`config.mk`:
```
export PLATFORM = sky130hd
export DESIGN_NAME = frame_tick_monitor_flat
export DESIGN_NICKNAME = d
export VERILOG_FILES = /design/src/rtl/frame_tick_if.sv /design/src/rtl/frame_tick_monitor.sv /design/src/flat_wrapper.sv
export SDC_FILE = /design/constraint.sdc
export NUM_CORES = 1
export LEC_CHECK = 0
export CORE_MARGIN = 1
export CORE_UTILIZATION = 41
export DETAILED_ROUTE_END_ITERATION = 8
export PLACE_DENSITY = 0.65
export RECOVER_POWER = 100
export SLEW_MARGIN = 20
export SYNTH_ARGS = -nofsm -noshare
export SYNTH_HDL_FRONTEND = slang
export SYNTH_SLANG_ARGS = --single-unit
```
`constraint.sdc`:
```
create_clock -name clock -period 2 [get_ports clock]
set_clock_uncertainty 0.1 [all_clocks]
set_input_delay 0.4 -clock clock [delete_from_list [all_inputs] [get_ports clock]]
set_output_delay 0.4 -clock clock [all_outputs]
set_load 0.01 [all_outputs]
```
`src/rtl/frame_tick_if.sv`:
```
// Frame-tick monitor bus: the incoming tick strobe plus lock/period/error status.
// tick_in is a level sampled each clock; only its rising edge counts. All status pulses are single-cycle.
interface frame_tick_if #(
  parameter int CNT_W = 23
);
  logic             tick_in;
  logic [CNT_W-1:0] period_out;
  logic             period_valid;
  logic             locked;
  logic             err_fast;
  logic             err_slow;
  logic [5:0]       frame_index;
  logic             second_pulse;
  logic [1:0]       state;

  modport master (
    output tick_in,
    input  period_out, period_valid, locked, err_fast, err_slow,
           frame_index, second_pulse, state
  );

  modport slave (
    input  tick_in,
    output period_out, period_valid, locked, err_fast, err_slow,
           frame_index, second_pulse, state
  );
endinterface

```
`src/rtl/frame_tick_monitor.sv`:
```
// Measures spacing between frame-tick rising edges, declares lock when stable,
// flags early/late ticks and keeps a wrapping frame index while locked.
module frame_tick_monitor #(
  parameter int NOMINAL    = 1666667,
  parameter int TOL        = 4096,
  parameter int LOCK_COUNT = 4,
  parameter int FRAMES     = 30,
  parameter int CNT_W      = 23
) (
  input  logic      clock,
  input  logic      reset,
  frame_tick_if.slave bus
);

  typedef enum logic [1:0] {IDLE = 2'd0, ACQUIRE = 2'd1, LOCKED = 2'd2} state_t;

  localparam int GW = $clog2(LOCK_COUNT + 1);
  localparam logic [CNT_W-1:0] MIN_P  = CNT_W'(NOMINAL - TOL);
  localparam logic [CNT_W-1:0] MAX_P  = CNT_W'(NOMINAL + TOL);
  localparam logic [GW-1:0]    LAST_G = GW'(LOCK_COUNT - 1);
  localparam logic [5:0]       LAST_F = 6'(FRAMES - 1);

  state_t           state, state_n;
  logic             tick_d;
  logic             tick_edge;
  logic [CNT_W-1:0] cnt, cnt_n;
  logic [GW-1:0]    good_cnt, good_n;
  logic [CNT_W-1:0] period_r, period_n;
  logic             pv_r, pv_n;
  logic             ef_r, ef_n;
  logic             es_r, es_n;
  logic [5:0]       fi_r, fi_n;
  logic             sp_r, sp_n;

  // tick_d resets high so a tick already high at reset release is not an edge.
  assign tick_edge = bus.tick_in & ~tick_d;

  always_ff @(posedge clock) begin
    if (reset) begin
      state    <= IDLE;
      tick_d   <= 1'b1;
      cnt      <= '0;
      good_cnt <= '0;
      period_r <= '0;
      pv_r     <= 1'b0;
      ef_r     <= 1'b0;
      es_r     <= 1'b0;
      fi_r     <= '0;
      sp_r     <= 1'b0;
    end else begin
      state    <= state_n;
      tick_d   <= bus.tick_in;
      cnt      <= cnt_n;
      good_cnt <= good_n;
      period_r <= period_n;
      pv_r     <= pv_n;
      ef_r     <= ef_n;
      es_r     <= es_n;
      fi_r     <= fi_n;
      sp_r     <= sp_n;
    end
  end

  always_comb begin
    state_n  = state;
    cnt_n    = cnt;
    good_n   = good_cnt;
    period_n = period_r;
    pv_n     = 1'b0;
    ef_n     = 1'b0;
    es_n     = 1'b0;
    fi_n     = fi_r;
    sp_n     = 1'b0;
    case (state)
      IDLE: begin
        cnt_n = '0;
        if (tick_edge) begin
          cnt_n   = CNT_W'(1);
          good_n  = '0;
          state_n = ACQUIRE;
        end
      end
      ACQUIRE, LOCKED: begin
        if (tick_edge) begin
          // An edge landing on the timeout cycle has cnt == MAX_P and is in tolerance.
          period_n = cnt;
          pv_n     = 1'b1;
          cnt_n    = CNT_W'(1);
          if (cnt < MIN_P) begin
            ef_n    = 1'b1;
            state_n = ACQUIRE;
            good_n  = '0;
            fi_n    = '0;
          end else if (state == ACQUIRE) begin
            if (good_cnt == LAST_G) begin
              state_n = LOCKED;
              good_n  = '0;
              fi_n    = '0;
            end else begin
              good_n = good_cnt + 1'b1;
            end
          end else if (fi_r == LAST_F) begin
            fi_n = '0;
            sp_n = 1'b1;
          end else begin
            fi_n = fi_r + 1'b1;
          end
        end else if (cnt >= MAX_P) begin
          es_n    = 1'b1;
          state_n = IDLE;
          cnt_n   = '0;
          good_n  = '0;
          fi_n    = '0;
        end else begin
          cnt_n = cnt + 1'b1;
        end
      end
      default: state_n = IDLE;
    endcase
  end

  assign bus.period_out   = period_r;
  assign bus.period_valid = pv_r;
  assign bus.locked       = (state == LOCKED);
  assign bus.err_fast     = ef_r;
  assign bus.err_slow     = es_r;
  assign bus.frame_index  = fi_r;
  assign bus.second_pulse = sp_r;
  assign bus.state        = state;

endmodule

```
`src/flat_wrapper.sv`:
```
// flat-port wrapper written by rule: the top's interface ports become plain ports
module frame_tick_monitor_flat 
#(
  parameter int NOMINAL    = 1666667,
  parameter int TOL        = 4096,
  parameter int LOCK_COUNT = 4,
  parameter int FRAMES     = 30,
  parameter int CNT_W      = 23
)
  (clock, reset, bus_tick_in, bus_period_out, bus_period_valid, bus_locked, bus_err_fast, bus_err_slow, bus_frame_index, bus_second_pulse, bus_state);
  frame_tick_if #(.CNT_W(CNT_W)) bus_i ();
  input  logic clock;
  input  logic reset;
  input wire logic [$bits(bus_i.tick_in)-1:0] bus_tick_in;
  output wire logic [$bits(bus_i.period_out)-1:0] bus_period_out;
  output wire logic [$bits(bus_i.period_valid)-1:0] bus_period_valid;
  output wire logic [$bits(bus_i.locked)-1:0] bus_locked;
  output wire logic [$bits(bus_i.err_fast)-1:0] bus_err_fast;
  output wire logic [$bits(bus_i.err_slow)-1:0] bus_err_slow;
  output wire logic [$bits(bus_i.frame_index)-1:0] bus_frame_index;
  output wire logic [$bits(bus_i.second_pulse)-1:0] bus_second_pulse;
  output wire logic [$bits(bus_i.state)-1:0] bus_state;
  assign bus_i.tick_in = bus_tick_in;
  assign bus_period_out = bus_i.period_out;
  assign bus_period_valid = bus_i.period_valid;
  assign bus_locked = bus_i.locked;
  assign bus_err_fast = bus_i.err_fast;
  assign bus_err_slow = bus_i.err_slow;
  assign bus_frame_index = bus_i.frame_index;
  assign bus_second_pulse = bus_i.second_pulse;
  assign bus_state = bus_i.state;
  frame_tick_monitor #(.NOMINAL(NOMINAL), .TOL(TOL), .LOCK_COUNT(LOCK_COUNT), .FRAMES(FRAMES), .CNT_W(CNT_W)) u_core (.clock(clock), .reset(reset), .bus(bus_i));
endmodule
```
==> flow_summary.json <==
{
  "status": "finished with violations",
  "violations": "DRC, setup timing",
  "path_class": "reg -> reg",
  "clk_pin_slew_worst_paths_ns": 0.07,
  "cts_hold_buf": 0,
  "io_buffers": 38,
  "dieHeight_um": 84.79,
  "hold_class": "reg -> reg",
  "fp.dieW_um": 84.79,
  "maxCapViolations": 0,
  "first_pass_iters": 6,
  "path_cells": "or2_4 > or4_4 > o21ai_2 > o21ai_4 > or4b_1 > a21oi_1",
  "cts_tree": "yes",
  "final_cell_mix": "66 x buf_4, 64 x nand2_1, 58 x dfxtp_1",
  "fin_nets": 455,
  "antenna_found_initial": 0,
  "die-area_sq_um": 7189,
  "synth_ff_type": "dfxtp_1",
  "worstPathArrival_ns": 2.40,
  "finalSetupTns_ns": -5.617,
  "drc_errors": 1,
  "period_minus_slack_ns": 2.222,
  "fin_area_sq_um": 4220,
  "fmax_mhz": 450.1,
  "htree_levels": 3,
  "fin_crit_sh_pct": 111.1,
  "initial_core_util_pct": 43.27,
  "final_common_cell": "buf_4",
  "crit_buf_inv": 0,
  "critPathTopFamily": "simple AND/OR/NAND/NOR gates",
  "synth_cells": 337,
  "grt_use_total_pct": 21.82,
  "switchingPower_w": 0.0006735,
  "routed_wl_um": 7425,
  "post-place-ws_ns": -0.2172,
  "worst_slew_pin_slew_ns": 0.5218,
  "whs_path_depth": 2,
  "gp_congestion": 0.8121,
  "diodes": 0,
  "endpoint_kind": "register",
  "rows": 29,
  "timing.reg2reg.worst_path_depth": 6,
  "grt_pass1_wl_um": 12330,
  "ys_warn_count": 0,
  "cp_num_cells": 6,
  "yosysSeqAreaShare_pct": 44.17,
  "synth.distinct_cells": 53,
  "core-area_sq_um": 6495,
  "clock_latency_ns": 0.35,
  "pwr-share-clk_pct": 45.5,
  "pwr-share-seq_pct": 44.5,
  "clockBufferDepth": 2,
  "avgSynthCellArea_sq_um": 8.339,
  "swShare_pct": 23.89,
  "placed_area_sq_um": 3754,
  "p_comb_share_pct": 10.0,
  "powerDensity_nw_per_um2": 667.9,
  "area_growth_pct": 50.18,
  "synth_edf_count": 0,
  "overflow": 0,
  "leakage_nw": 1.524,
  "fin_util_pct": 64.98,
  "via_count": 2753,
  "irDropWorstVdd_uv": 561.9,
  "crit_fanout": 9,
  "fin_ws_ns": -0.2217,
  "rsz0062_at_grt": "true",
  "clock-root-buffer": "clkbuf_8",
  "syn_nets": 349,
  "io-pin-count": 39,
  "cts_sinks": 62,
  "drive_gt1_share_pct": 31.03,
  "ant_nets": 0,
  "grt_max_degree": 25,
  "setup_viol": 33,
  "yosys_register_bits": 62,
  "grt_pass1_vias": 2636,
  "wl_per_cell_um": 14.14,
  "hold_viol": 0,
  "drt_iter0_markers": 124,
  "syn-cell-area_sq_um": 2810,
  "power.internal_w": 0.002145,
  "numCtsBuffers": 9,
  "max_slew_margin_pct": 65.21,
  "synthArstFlopShare_pct": 0,
  "place_hpwl_um": 5098,
  "maxSlewViolCount": 0,
  "slowest_stage": "or4_4",
  "cpPeakStageDelay_ns": 0.55,
  "avgViaCountPerCell": 5.244,
  "crit_path_start_kind": "register",
  "cp.required_ns": 2.18
}
==> worst reg2reg max path: stages, from the launching register on <==
cell and delay [ns]:
dfxtp_2 0.32, or2_4 0.25, or4_4 0.55, o21ai_2 0.20, o21ai_4 0.11, or4b_1 0.48, a21oi_1 0.14
==> worst paths after layout <==
check	start	endpoint	slack, ns
setup / recovery	u_core.cnt[22]	u_core.bus.frame_index[0]	-0.22
hold / removal	u_core.bus.period_out[6]	u_core.bus.period_out[6]	0.35
setup reg to reg	u_core.cnt[22]	u_core.bus.frame_index[0]	-0.22
hold reg to reg	u_core.bus.period_out[6]	u_core.bus.period_out[6]	0.35
==> registers in the layout (all words and copies together) (netlist names) <==
register / flops
u_core.bus.period_valid: 1
u_core.good_cnt: 3
u_core.cnt: 23
u_core.bus.err_fast: 1
u_core.bus.period_out: 23
u_core.bus.state: 2
u_core.tick_d: 1
u_core.bus.frame_index: 6
u_core.bus.err_slow: 1
u_core.bus.second_pulse: 1
==> logic make-up after synthesis <==
logic type | Yosys count | share of synthesized area [%]
compound gates | 63 | 14.96
xor+xnor | 21 | 6.545
fa+ha+maj | 9 | 4.007
buf+inv | 25 | 3.473
flops | 62 | 44.17
mux | 1 | 0.3562
simple gates | 156 | 26.49
==> power by group through the flow <==
| stage | clock network [W] | registers, W | logic, W |
|---|---|---|---|
| after floorplan | 0 | 0.00128 | 0.000124 |
| after global routing | 0.00137 | 0.00125 | 0.000304 |
| final | 0.00128 | 0.00125 | 0.000283 |
| after detailed placement | 0 | 0.00128 | 0.000204 |
| after CTS | 0.00130 | 0.00125 | 0.000252 |
| after global placement | 0 | 0.00128 | 0.000202 |
==> layer usage <==
metal | global-route usage, % | share of wire, % | wire length [um]
met1 | 26.80 | 46 | 3448
met2 | 35.85 | 48 | 3561
met3 | 7.375 | 4.1 | 303
met5 | 0 | 0 | 0
met4 | 7.396 | 1.5 | 111
==> final cells by class <==
cell class | instances | area, sq um
clock buffers | 11 | 151.4
well taps | 77 | 96.34
fillers | 540 | 2275
inverters | 9 | 33.78
repair buffers | 111 | 955.9
flip-flops and latches | 62 | 1246
clock inverters | 5 | 81.33
multi-input cells | 250 | 1655
==> Yosys cell counts, types with 5 or more instances <==
library cell | number | area (sq um)
a21oi_1 | 33 | 165.2
xor2_1 | 8 | 70.07
inv_1 | 9 | 33.78
nand3_1 | 13 | 65.06
dfxtp_1 | 62 | 1241
clkbuf_1 | 13 | 48.80
xnor2_1 | 13 | 113.9
nor2_1 | 34 | 127.6
nand4_1 | 5 | 31.28
ha_1 | 9 | 112.6
nand2_1 | 64 | 240.2
o21ai_0 | 5 | 25.02
nor3_1 | 11 | 55.05
==> metrics by stage <==
step | total power (W) | hold WS (ns) | cells
after floorplan | 0.001408 | 0.3430 | 337
after global placement | 0.001485 | 0.3410 | 504
after detailed placement | 0.001487 | 0.3464 | 504
after CTS | 0.002808 | 0.3565 | 525
after global routing | 0.002923 | 0.3793 | 525
final | 0.002819 | 0.3541 | 525
==> what timing repair did <==
action,in CTS,in global routing
resized for setup,15,39
pin swaps,6,20
cloned,2,0
setup endpoints to repair,34,42
buffers inserted,3,0
(Power assumes the default switching activity.)
